`config.mk`:
```
export PLATFORM = sky130hd
export DESIGN_NAME = display_list_sequencer_flat
export DESIGN_NICKNAME = d
export VERILOG_FILES = /design/src/rtl/display_list_sequencer_if.sv /design/src/rtl/display_list_sequencer.sv /design/src/flat_wrapper.sv
export SDC_FILE = /design/constraint.sdc
export NUM_CORES = 1
export LEC_CHECK = 0
export ABC_AREA = 1
export CAP_MARGIN = 5
export CORE_MARGIN = 3
export CORE_UTILIZATION = 40
export DETAILED_ROUTE_END_ITERATION = 7
export HOLD_SLACK_MARGIN = 0.08
export PLACE_DENSITY = 0.84
export SLEW_MARGIN = 30
export SYNTH_ARGS = -nofsm -noshare
export SYNTH_HDL_FRONTEND = slang
export SYNTH_SLANG_ARGS = --single-unit
```
`constraint.sdc`:
```
create_clock -name clk -period 4.9 [get_ports clk]
set_input_delay 0.98 -clock clk [delete_from_list [all_inputs] [get_ports clk]]
set_output_delay 0.98 -clock clk [all_outputs]
set_load 0.005 [all_outputs]
```
`src/rtl/display_list_sequencer_if.sv`:
```
// display_list_sequencer_if: display-list RAM port and line-drawer handshake bundle
interface display_list_sequencer_if #(
  parameter int ADDR_W  = 10,
  parameter int COORD_W = 12
);
  logic [ADDR_W-1:0]      mem_addr;
  logic                   mem_rd;
  logic [2+2*COORD_W-1:0] mem_data;
  logic [COORD_W-1:0]     x;
  logic [COORD_W-1:0]     y;
  logic                   draw;
  logic                   jump;
  logic                   ready;
  modport master (output mem_addr, mem_rd, x, y, draw, jump, input mem_data, ready);
  modport slave  (input mem_addr, mem_rd, x, y, draw, jump, output mem_data, ready);
endinterface

```
`src/rtl/display_list_sequencer.sv`:
```
// display_list_sequencer: walks a vector display list and feeds the line drawer one command at a time
module display_list_sequencer #(
  parameter int ADDR_W  = 10,
  parameter int COORD_W = 12,
  parameter int HOLDOFF = 2,
  parameter int PARK_X  = 0,
  parameter int PARK_Y  = 0
) (
  input  logic              clk,
  input  logic              reset,
  input  logic              i_start,
  input  logic              i_stop,
  input  logic              i_loop_en,
  input  logic [ADDR_W-1:0] i_base_addr,
  output logic              o_busy,
  output logic              o_frame_done,
  display_list_sequencer_if.master bus
);
  typedef enum logic [3:0] {
    S_IDLE, S_FETCH, S_WAIT, S_DECODE, S_ISSUE, S_HOLD, S_PARK, S_HOLD2, S_DONE
  } state_t;
  localparam logic [1:0] OP_DRAW = 2'b00;
  localparam logic [1:0] OP_JUMP = 2'b01;
  localparam logic [1:0] OP_HALT = 2'b10;
  localparam logic [1:0] OP_NOP  = 2'b11;
  state_t              r_state;
  state_t              w_next;
  logic [1:0]          r_op;
  logic [ADDR_W-1:0]   r_ptr;
  logic [COORD_W-1:0]  r_x;
  logic [COORD_W-1:0]  r_y;
  logic [3:0]          r_cnt;
  logic                r_stop;
  logic                w_stop;
  logic [1:0]          w_op;
  assign w_op         = bus.mem_data[2*COORD_W +: 2];
  assign w_stop       = r_stop | i_stop;
  assign bus.mem_addr = r_ptr;
  assign bus.mem_rd   = r_state == S_FETCH;
  assign bus.x        = r_x;
  assign bus.y        = r_y;
  assign bus.draw     = bus.ready && r_state == S_ISSUE && r_op == OP_DRAW;
  assign bus.jump     = bus.ready && (r_state == S_PARK || (r_state == S_ISSUE && r_op == OP_JUMP));
  assign o_busy       = r_state != S_IDLE;
  assign o_frame_done = bus.ready && r_state == S_DONE;
  // next-state: pulses are only ever produced in ISSUE/PARK with ready high, holdoff states ignore ready
  always_comb begin
    w_next = r_state;
    case (r_state)
      S_IDLE:   w_next = i_start ? S_FETCH : S_IDLE;
      S_FETCH:  w_next = S_WAIT;
      S_WAIT:   w_next = S_DECODE;
      S_DECODE: w_next = (w_stop || w_op == OP_HALT) ? S_PARK : w_op == OP_NOP ? S_FETCH : S_ISSUE;
      S_ISSUE:  w_next = bus.ready ? S_HOLD : S_ISSUE;
      S_HOLD:   w_next = r_cnt != 4'd0 ? S_HOLD : w_stop ? S_PARK : S_FETCH;
      S_PARK:   w_next = bus.ready ? S_HOLD2 : S_PARK;
      S_HOLD2:  w_next = r_cnt != 4'd0 ? S_HOLD2 : S_DONE;
      S_DONE:   w_next = !bus.ready ? S_DONE : (i_loop_en && !w_stop) ? S_FETCH : S_IDLE;
      default:  w_next = S_IDLE;
    endcase
  end
  // state, list pointer, command word, target coordinates, holdoff counter and stop latch
  always_ff @(posedge clk or negedge reset) begin
    if (!reset) begin
      r_state <= S_IDLE;
      r_op    <= OP_DRAW;
      r_ptr   <= '0;
      r_x     <= '0;
      r_y     <= '0;
      r_cnt   <= '0;
      r_stop  <= 1'b0;
    end else begin
      r_state <= w_next;
      r_stop  <= w_next == S_IDLE ? 1'b0 : (r_stop | i_stop);
      r_cnt   <= (bus.draw || bus.jump) ? 4'(HOLDOFF - 1) : r_cnt == 4'd0 ? 4'd0 : r_cnt - 4'd1;
      if ((r_state == S_IDLE && i_start) || (r_state == S_DONE && w_next == S_FETCH))
        r_ptr <= i_base_addr;
      else if ((r_state == S_DECODE && w_next == S_FETCH) || (r_state == S_ISSUE && bus.ready))
        r_ptr <= r_ptr + ADDR_W'(1);
      if (r_state == S_DECODE)
        r_op <= w_op;
      if (r_state == S_DECODE && w_next == S_ISSUE)
        {r_x, r_y} <= bus.mem_data[2*COORD_W-1:0];
      else if (w_next == S_PARK && r_state != S_PARK)
        {r_x, r_y} <= {COORD_W'(PARK_X), COORD_W'(PARK_Y)};
    end
  end
endmodule

```
`src/flat_wrapper.sv`:
```
// flat-port wrapper written by rule: the top's interface ports become plain ports
module display_list_sequencer_flat 
#(
  parameter int ADDR_W  = 10,
  parameter int COORD_W = 12,
  parameter int HOLDOFF = 2,
  parameter int PARK_X  = 0,
  parameter int PARK_Y  = 0
)
  (clk, reset, i_start, i_stop, i_loop_en, i_base_addr, o_busy, o_frame_done, bus_mem_addr, bus_mem_rd, bus_x, bus_y, bus_draw, bus_jump, bus_mem_data, bus_ready);
  display_list_sequencer_if #(.ADDR_W(ADDR_W), .COORD_W(COORD_W)) bus_i ();
  input  logic clk;
  input  logic reset;
  input  logic i_start;
  input  logic i_stop;
  input  logic i_loop_en;
  input  logic [ADDR_W-1:0] i_base_addr;
  output logic o_busy;
  output logic o_frame_done;
  output wire logic [$bits(bus_i.mem_addr)-1:0] bus_mem_addr;
  output wire logic [$bits(bus_i.mem_rd)-1:0] bus_mem_rd;
  output wire logic [$bits(bus_i.x)-1:0] bus_x;
  output wire logic [$bits(bus_i.y)-1:0] bus_y;
  output wire logic [$bits(bus_i.draw)-1:0] bus_draw;
  output wire logic [$bits(bus_i.jump)-1:0] bus_jump;
  input wire logic [$bits(bus_i.mem_data)-1:0] bus_mem_data;
  input wire logic [$bits(bus_i.ready)-1:0] bus_ready;
  assign bus_mem_addr = bus_i.mem_addr;
  assign bus_mem_rd = bus_i.mem_rd;
  assign bus_x = bus_i.x;
  assign bus_y = bus_i.y;
  assign bus_draw = bus_i.draw;
  assign bus_jump = bus_i.jump;
  assign bus_i.mem_data = bus_mem_data;
  assign bus_i.ready = bus_ready;
  display_list_sequencer #(.ADDR_W(ADDR_W), .COORD_W(COORD_W), .HOLDOFF(HOLDOFF), .PARK_X(PARK_X), .PARK_Y(PARK_Y)) u_core (.clk(clk), .reset(reset), .i_start(i_start), .i_stop(i_stop), .i_loop_en(i_loop_en), .i_base_addr(i_base_addr), .o_busy(o_busy), .o_frame_done(o_frame_done), .bus(bus_i));
endmodule
```
==> metrics.md, run 1 <==
| Metric | Value |
|---|---|
| Clock latency on the worst-skew pair | 0.30 ns |
| GRT Util Overall | 0.174 |
| Type of origin of the critical path | input pin |
| DRT Pass-1 Iters | 4 |
| Clock Skew | 0.0119 ns |
| Wire per inst | 12.7 microns |
| Synth Warn # | 0 |
| Post-synth ARST share | 1.00 |
| Largest net degree at the start of global routing | 46 |
| Gp weighted congestion | 0.898 |
| Top layer reached by signal wires | met4 |
| Pleak | between 1.5 and 2 nW |
| Vias in the first global route | between 2k and 2.5k |
| Max-slew violation count | 0 |
| I/O pin count | 81 |
| CP arrival | 2.65 ns |
| Seq cells post-synth | 45 |
| Max VDD drop | 0.218 mV |
| Core Area | ~0.0056 sq mm |
| Share of the clock period used by the worst path | 0.740 |
| CTS root buf | clkbuf_8 |
| Worst min path class | flop to flop |
| Routed vias | around 2.2k |
| Critical Path RT | 3.92 ns |
| Syn Inst Count | 300 |
| Filler cells | 522 |
| Outcome | finished clean |
| Area Overhead vs Synth | 39.7% |
| Post-CTS setup buffer count | 0 |
| WL met1 | about 2500 microns |
| Die footprint | 0.00677 sq mm |
| Max Freq | ~0.28 GHz |
| CTS max path bufs | 2 |
| Layout cells sized above 1 | 0.0579 |
| Htree depth | 2 |
| Ant diodes | 0 |
| Max Cap Violations | 0 |
| Clock sink count | 45 |
| Die Y | just over 80 microns |
| Total CTS buffers | 5 |
| # rows | 27 |
| Starting density of the core | 0.418 |
| Initial antenna violation count | 0 |
| CP max FO | 3 |
| Area leader, netlist | dfrtp_1 |
| Share of Yosys cell area claimed by the top area cell type | 0.484 |
| Mapped cell area | between 0.002 and 0.0025 sq mm |
| Tmin final | between 3 and 4 ns |
| Vias per inst | 4.88 |
| Relative slew slack | 0.624 |
| Critical path class | input pin to output pin |
| RSZ-0062 raised after global routing | false |
| Die Width | 82.3 microns |
| Most common cell after layout, fill and taps aside | nand2_1 |
| Critical path endpoint category | output pin |
| PostCTS Resize Cnt | 0 |
| Worst-Margin Slew | 0.565 ns |
| Final hold vios | 0 |
| Final ANT Viol Nets | 0 |
| Post-Route WL | 5730 microns |
| CTS tree | yes |
| Sequential cell area fraction in the yosys report | 0.484 |
| Post-DP HPWL | 4200 microns |
| IO buf count | 80 |
| Post-synth cell types | 27 |
| Synth Flop Type | dfrtp_1 |
| Fin util | 0.583 |
| Synth top area cells | dfrtp_1 48%, nand2_1 16%, nand3_1 8.4% |
| Net count, final | between 400 and 500 |
| Pwr per Cell Area | 521 mW/mm^2 |
| DR WL met2 | 2870 microns |
| First-pass GRT wire length | roughly 9300 microns |
| Setup TNS | 0 ns |
| Iter 0 DRT Violations | 100 |
| Most frequent cells in the layout | 99 x nand2_1, 79 x clkdlybuf4s50_1, 45 x dfrtp_1 |
| Setup-failing EPs final | 0 |
| Clock slew at the register clock pins of the worst setup and hold paths | 0.09 ns |
| EDFF count, synth | 0 |
| Post-CTS Hold Fix Bufs | 0 |
| GRT overflow | 0 |
| Syn Nets | 345 |
| Routed wl met3 | 252 microns |
| Synth Area per Inst | 7.76 sq um |
| DRC Markers | 0 |
| Post-layout power | ~1.7 mW |
[critical path, cell delays in order]
cell and delay (ns):
clkdlybuf4s50_1 0.50, nand4_1 0.17, nor2_1 0.14, inv_1 0.08, nor3_1 0.23, clkdlybuf4s50_1 0.55
[path summary, 6_finish.rpt]
| path | start | endpoint | slack [ns] | depth (start not counted) |
|---|---|---|---|---|
| max reg2reg | u_core.r_cnt[0] | u_core.bus.x[3] | 2.65 | 10 |
| max | bus_ready | bus_draw | 1.27 | 6 |
| min in group asynchronous | reset | u_core.bus.mem_addr[4] | 0.67 | 1 |
| min reg2reg | u_core.r_cnt[0] | u_core.r_cnt[0] | 0.50 | 1 |
| min | u_core.r_cnt[0] | u_core.r_cnt[0] | 0.50 | 1 |
| max in group asynchronous | reset | u_core.bus.x[8] | 3.84 | 1 |
[cells by family after synthesis]
group                      after synthesis  share of synthesized area
AOI/OAI and AO/OA                       23                     0.0554
xor gates and xnor gates                 6                     0.0226
adders and majority gates                3                     0.0161
buffers and inverters                   39                     0.0720
DFF                                     45                      0.484
muxes                                    1                    0.00484
and+or+nand+nor                        183                      0.345
[registers in the layout (all words and copies together) (netlist names)]
signal and flops:
u_core.r_cnt 4, u_core.bus.x 12, u_core.r_state 4, u_core.bus.y 12, u_core.r_stop 1, u_core.bus.mem_addr 10
u_core.r_op 2
[through the flow]
| step | instance area [sq um] | cells | hold slack, ns | worst slack [ns] |
|---|---|---|---|---|
| finish | 3250 | 452 | 0.502 | 1.27 |
| global route | 3250 | 452 | 0.525 | 1.20 |
| CTS | 3250 | 452 | 0.506 | 1.30 |
| detailed placement | 3160 | 444 | 0.491 | 1.31 |
| global placement | 3160 | 444 | 0.484 | 1.40 |
| floorplan | 2330 | 300 | 0.458 | 2.45 |
[where the power goes]
part           total, mW  switching, mW  internal (mW)  leakage (nW)
clock network      0.229          0.128          0.101        0.0374
registers          0.615          0.115          0.499         0.578
logic              0.850          0.463          0.387         0.972
total               1.69          0.706          0.987          1.59
[area by class of cell]
type | count | area (sq um) | area share
clock buffer | 6 | 72.6 | 0.0223
timing repair buffer | 80 | 798 | 0.245
multi-input combinational | 216 | 1030 | 0.318
clock inverter | 2 | 15.0 | 0.00462
tap | 72 | 90.1 | 0.0277
sequential | 45 | 1130 | 0.346
inverter | 31 | 116 | 0.0358
[Yosys cell counts (2+ instances only)]
cell type / n
nor3_1: 2
a31oi_1: 3
buf_4: 2
inv_1: 26
nand3_2: 3
xor2_1: 4
inv_2: 4
a21oi_1: 2
ha_1: 3
o21ai_0: 12
xnor2_1: 2
nor2_1: 30
nor2_4: 2
nand2_1: 99
o211ai_1: 4
buf_2: 5
nand4_1: 4
nand3_1: 39
dfrtp_1: 45
o21ai_1: 2
[layer usage]
layer  global-route usage  vias to the layer above
met5                    0                        -
met4               0.0548                        0
met3               0.0293                        7
met2                0.308                       56
met1                0.214                     1030
li1                     -                     1111
(Power assumes the default switching activity.)
==> run 2, diff against run 1 <==
--- a/config.mk
+++ b/config.mk
@@ -11,7 +11,7 @@
 export CORE_UTILIZATION = 40
 export DETAILED_ROUTE_END_ITERATION = 7
 export HOLD_SLACK_MARGIN = 0.08
-export PLACE_DENSITY = 0.84
+export PLACE_DENSITY = 0.87
 export SLEW_MARGIN = 30
 export SYNTH_ARGS = -nofsm -noshare
 export SYNTH_HDL_FRONTEND = slang
==> constraint.sdc (replaced) <==
create_clock -name clk -period 3.1 [get_ports clk]
set_input_delay 0.62 -clock clk [delete_from_list [all_inputs] [get_ports clk]]
set_output_delay 0.62 -clock clk [all_outputs]
set_load 0.005 [all_outputs]
==> run 2 against run 1 <==
  * Final cell count increased by 0.22%
  * Flip-flop and latch count stayed put
  * Register-to-register slack lost 1.7 ns
  * Highest routed layer unchanged
  * Wire length rose by 1.3%
  * Worst setup slack worse by 1.0 ns
  * Non-clock buffer count rose by 1
  * Via count rose by 1.7%
==> metrics.md, run 2 (synthesis results as in run 1) <==
| Metric | Value |
|---|---|
| Net count, final | 425 (was 424) |
| Max VDD drop | 0.333 mV (was 0.218 mV) |
| Post-CTS Hold Fix Bufs | 0 (unchanged) |
| CTS root buf | clkbuf_8 (unchanged) |
| Most common cell after layout, fill and taps aside | nand2_1 (unchanged) |
| # rows | 27 (unchanged) |
| Post-CTS setup buffer count | 0 (unchanged) |
| Relative slew slack | 0.621 (was 0.624) |
| Final hold vios | 0 (unchanged) |
| RSZ-0062 raised after global routing | false (unchanged) |
| Final ANT Viol Nets | 0 (unchanged) |
| Pwr per Cell Area | 825 mW/mm^2 (was 521 mW/mm^2) |
| Setup TNS | 0 ns (unchanged) |
| Clock sink count | 45 (unchanged) |
| CP max FO | 3 (unchanged) |
| IO buf count | 80 (unchanged) |
| Clock slew at the register clock pins of the worst setup and hold paths | 0.08 ns (was 0.09 ns) |
| Ant diodes | 0 (unchanged) |
| Slowest cell delay on critical path | 0.54 ns (was 0.55 ns) |
| Area Overhead vs Synth | 40.2% (was 39.7%) |
| Slowest CP cell | clkdlybuf4s50_1 (unchanged) |
| Wire per inst | 12.8 microns (was 12.7 microns) |
| Pleak | 1.60 nW (was 1.59 nW) |
| Largest net degree at the start of global routing | 46 (unchanged) |
| Cell breakdown of the critical path | clkdlybuf4s50_1 -> nand4_1 -> nor2_1 -> inv_1 -> nor3_1 -> clkdlybuf4s50_1 (unchanged) |
| CP most frequent cell | clkdlybuf4s50_1 (unchanged) |
| PostCTS Resize Cnt | 0 (unchanged) |
| Max Freq | 0.355 GHz |
| Initial antenna violation count | 0 (unchanged) |
| Critical Path RT | 2.48 ns (was 3.92 ns) |
| I/O pin count | 81 (unchanged) |
| Most frequent cells in the layout | 99 x nand2_1, 79 x clkdlybuf4s50_1, 45 x dfrtp_1 (unchanged) |
| Setup-failing EPs final | 0 (unchanged) |
| Layout cells sized above 1 | 0.0630 (was 0.0579) |
| Die Y | 82.3 microns (unchanged) |
| Max-slew violation count | 0 (unchanged) |
| Vias per inst | 4.95 (was 4.88) |
| CP arrival | 2.20 ns (was 2.65 ns) |
| Share of the clock period used by the worst path | 0.910 |
| Die Width | 82.3 microns (unchanged) |
| Htree depth | 2 (unchanged) |
| Worst-Margin Slew | 0.568 ns (was 0.565 ns) |
| Core Area | 0.00557 sq mm (unchanged) |
| Routed vias | 2241 (was 2204) |
| Iter 0 DRT Violations | 128 (was 100) |
| Post-Route WL | 5800 microns (was 5730 microns) |
| First-pass GRT wire length | 9690 microns (was 9320 microns) |
| Gp weighted congestion | 0.906 (was 0.898) |
| Critical path class | input pin to output pin (unchanged) |
| Worst hold slack | 0.313 ns (was 0.502 ns) |
| Outcome | finished clean (unchanged) |
| Crit path max-delay family | buffers and inverters (unchanged) |
| Post-DP HPWL | 4260 microns (was 4200 microns) |
| GRT Util Overall | 0.187 (was 0.174) |
| Vias in the first global route | 2188 (was 2160) |
| CTS tree | yes (unchanged) |
| Clock Skew | 0.00937 ns (was 0.0119 ns) |
| Post-layout power | 2.69 mW (was 1.69 mW) |
| Critical path endpoint category | output pin (unchanged) |
| Worst min path class | input pin to asynchronous set/reset pin (was flop to flop) |
| Starting density of the core | 0.418 (unchanged) |
| DRT Pass-1 Iters | 4 (unchanged) |
| Max Cap Violations | 0 (unchanged) |
| GRT overflow | 0 (unchanged) |
| Tmin final | between 2 and 3 ns |
| Filler cells | 504 (was 522) |
| Buf/Inv on CP | 3 (unchanged) |
| DRC Markers | 0 (unchanged) |
| Die footprint | 0.00677 sq mm (unchanged) |
| CTS max path bufs | 2 (unchanged) |
| Total CTS buffers | 5 (unchanged) |
| Clock latency on the worst-skew pair | 0.30 ns (about the same) |
| Type of origin of the critical path | input pin (unchanged) |
## run 2: final timing paths
path / startpoint / end / slack (ns) / cells past startpoint
max in group asynchronous: reset / u_core.r_state[2] / 2.41 / 1
hold reg to reg: u_core.r_cnt[0] / u_core.r_cnt[0] / 0.51 / 1
hold / removal: reset / u_core.bus.mem_addr[3] / 0.31 / 1
min in group clk: u_core.r_cnt[0] / u_core.r_cnt[0] / 0.51 / 1
setup / recovery: bus_ready / bus_draw / 0.28 / 6
setup reg to reg: u_core.r_cnt[1] / u_core.bus.y[6] / 0.99 / 9
## run 2: layout make-up
type	count	area [sq um]	share of cell area
Clock buffer	5	68.8	0.0211
Clock inverter	3	21.3	0.00652
Inverter	31	116	0.0357
Multi-Input combinational cell	216	1030	0.317
Sequential cell	45	1130	0.345
Tap cell	72	90.1	0.0276
Timing Repair Buffer	81	806	0.247
## run 2: stage by stage
stage / cell area [sq um] / setup slack [ns] / utilization / std cells
after detailed placement: 3170 / 0.276 / 0.569 / 445
after global placement: 3170 / 0.303 / 0.569 / 445
after floorplan: 2330 / 1.32 / - / 300
final: 3260 / 0.279 / 0.585 / 453
after CTS: 3260 / 0.272 / 0.585 / 453
after global routing: 3260 / 0.144 / 0.585 / 453
## run 2: routing by layer
| layer | GRT usage | vias to the layer above | wire length, microns |
|---|---|---|---|
| li1 | - | 1113 | - |
| met4 | 0.0565 | 0 | 51 |
| met1 | 0.234 | 1063 | 2570 |
| met2 | 0.309 | 59 | 2830 |
| met3 | 0.0564 | 6 | 352 |
| met5 | 0 | - | 0 |
## run 2: power breakdown
| group | internal (mW) | total (mW) | switching [mW] |
|---|---|---|---|
| clock | 0.160 | 0.369 | 0.209 |
| sequential | 0.789 | 0.976 | 0.186 |
| combinational | 0.616 | 1.35 | 0.729 |
| total | 1.57 | 2.69 | 1.12 |
==> run 3, diff against run 2 <==
--- a/config.mk
+++ b/config.mk
@@ -10,7 +10,7 @@
 export CORE_MARGIN = 3
 export CORE_UTILIZATION = 40
 export DETAILED_ROUTE_END_ITERATION = 7
-export HOLD_SLACK_MARGIN = 0.08
+export HOLD_SLACK_MARGIN = 0.02
 export PLACE_DENSITY = 0.87
 export SLEW_MARGIN = 30
 export SYNTH_ARGS = -nofsm -noshare
==> results of run 3 <==
The final DEF is identical to that of run 2; final timing and power are the same.
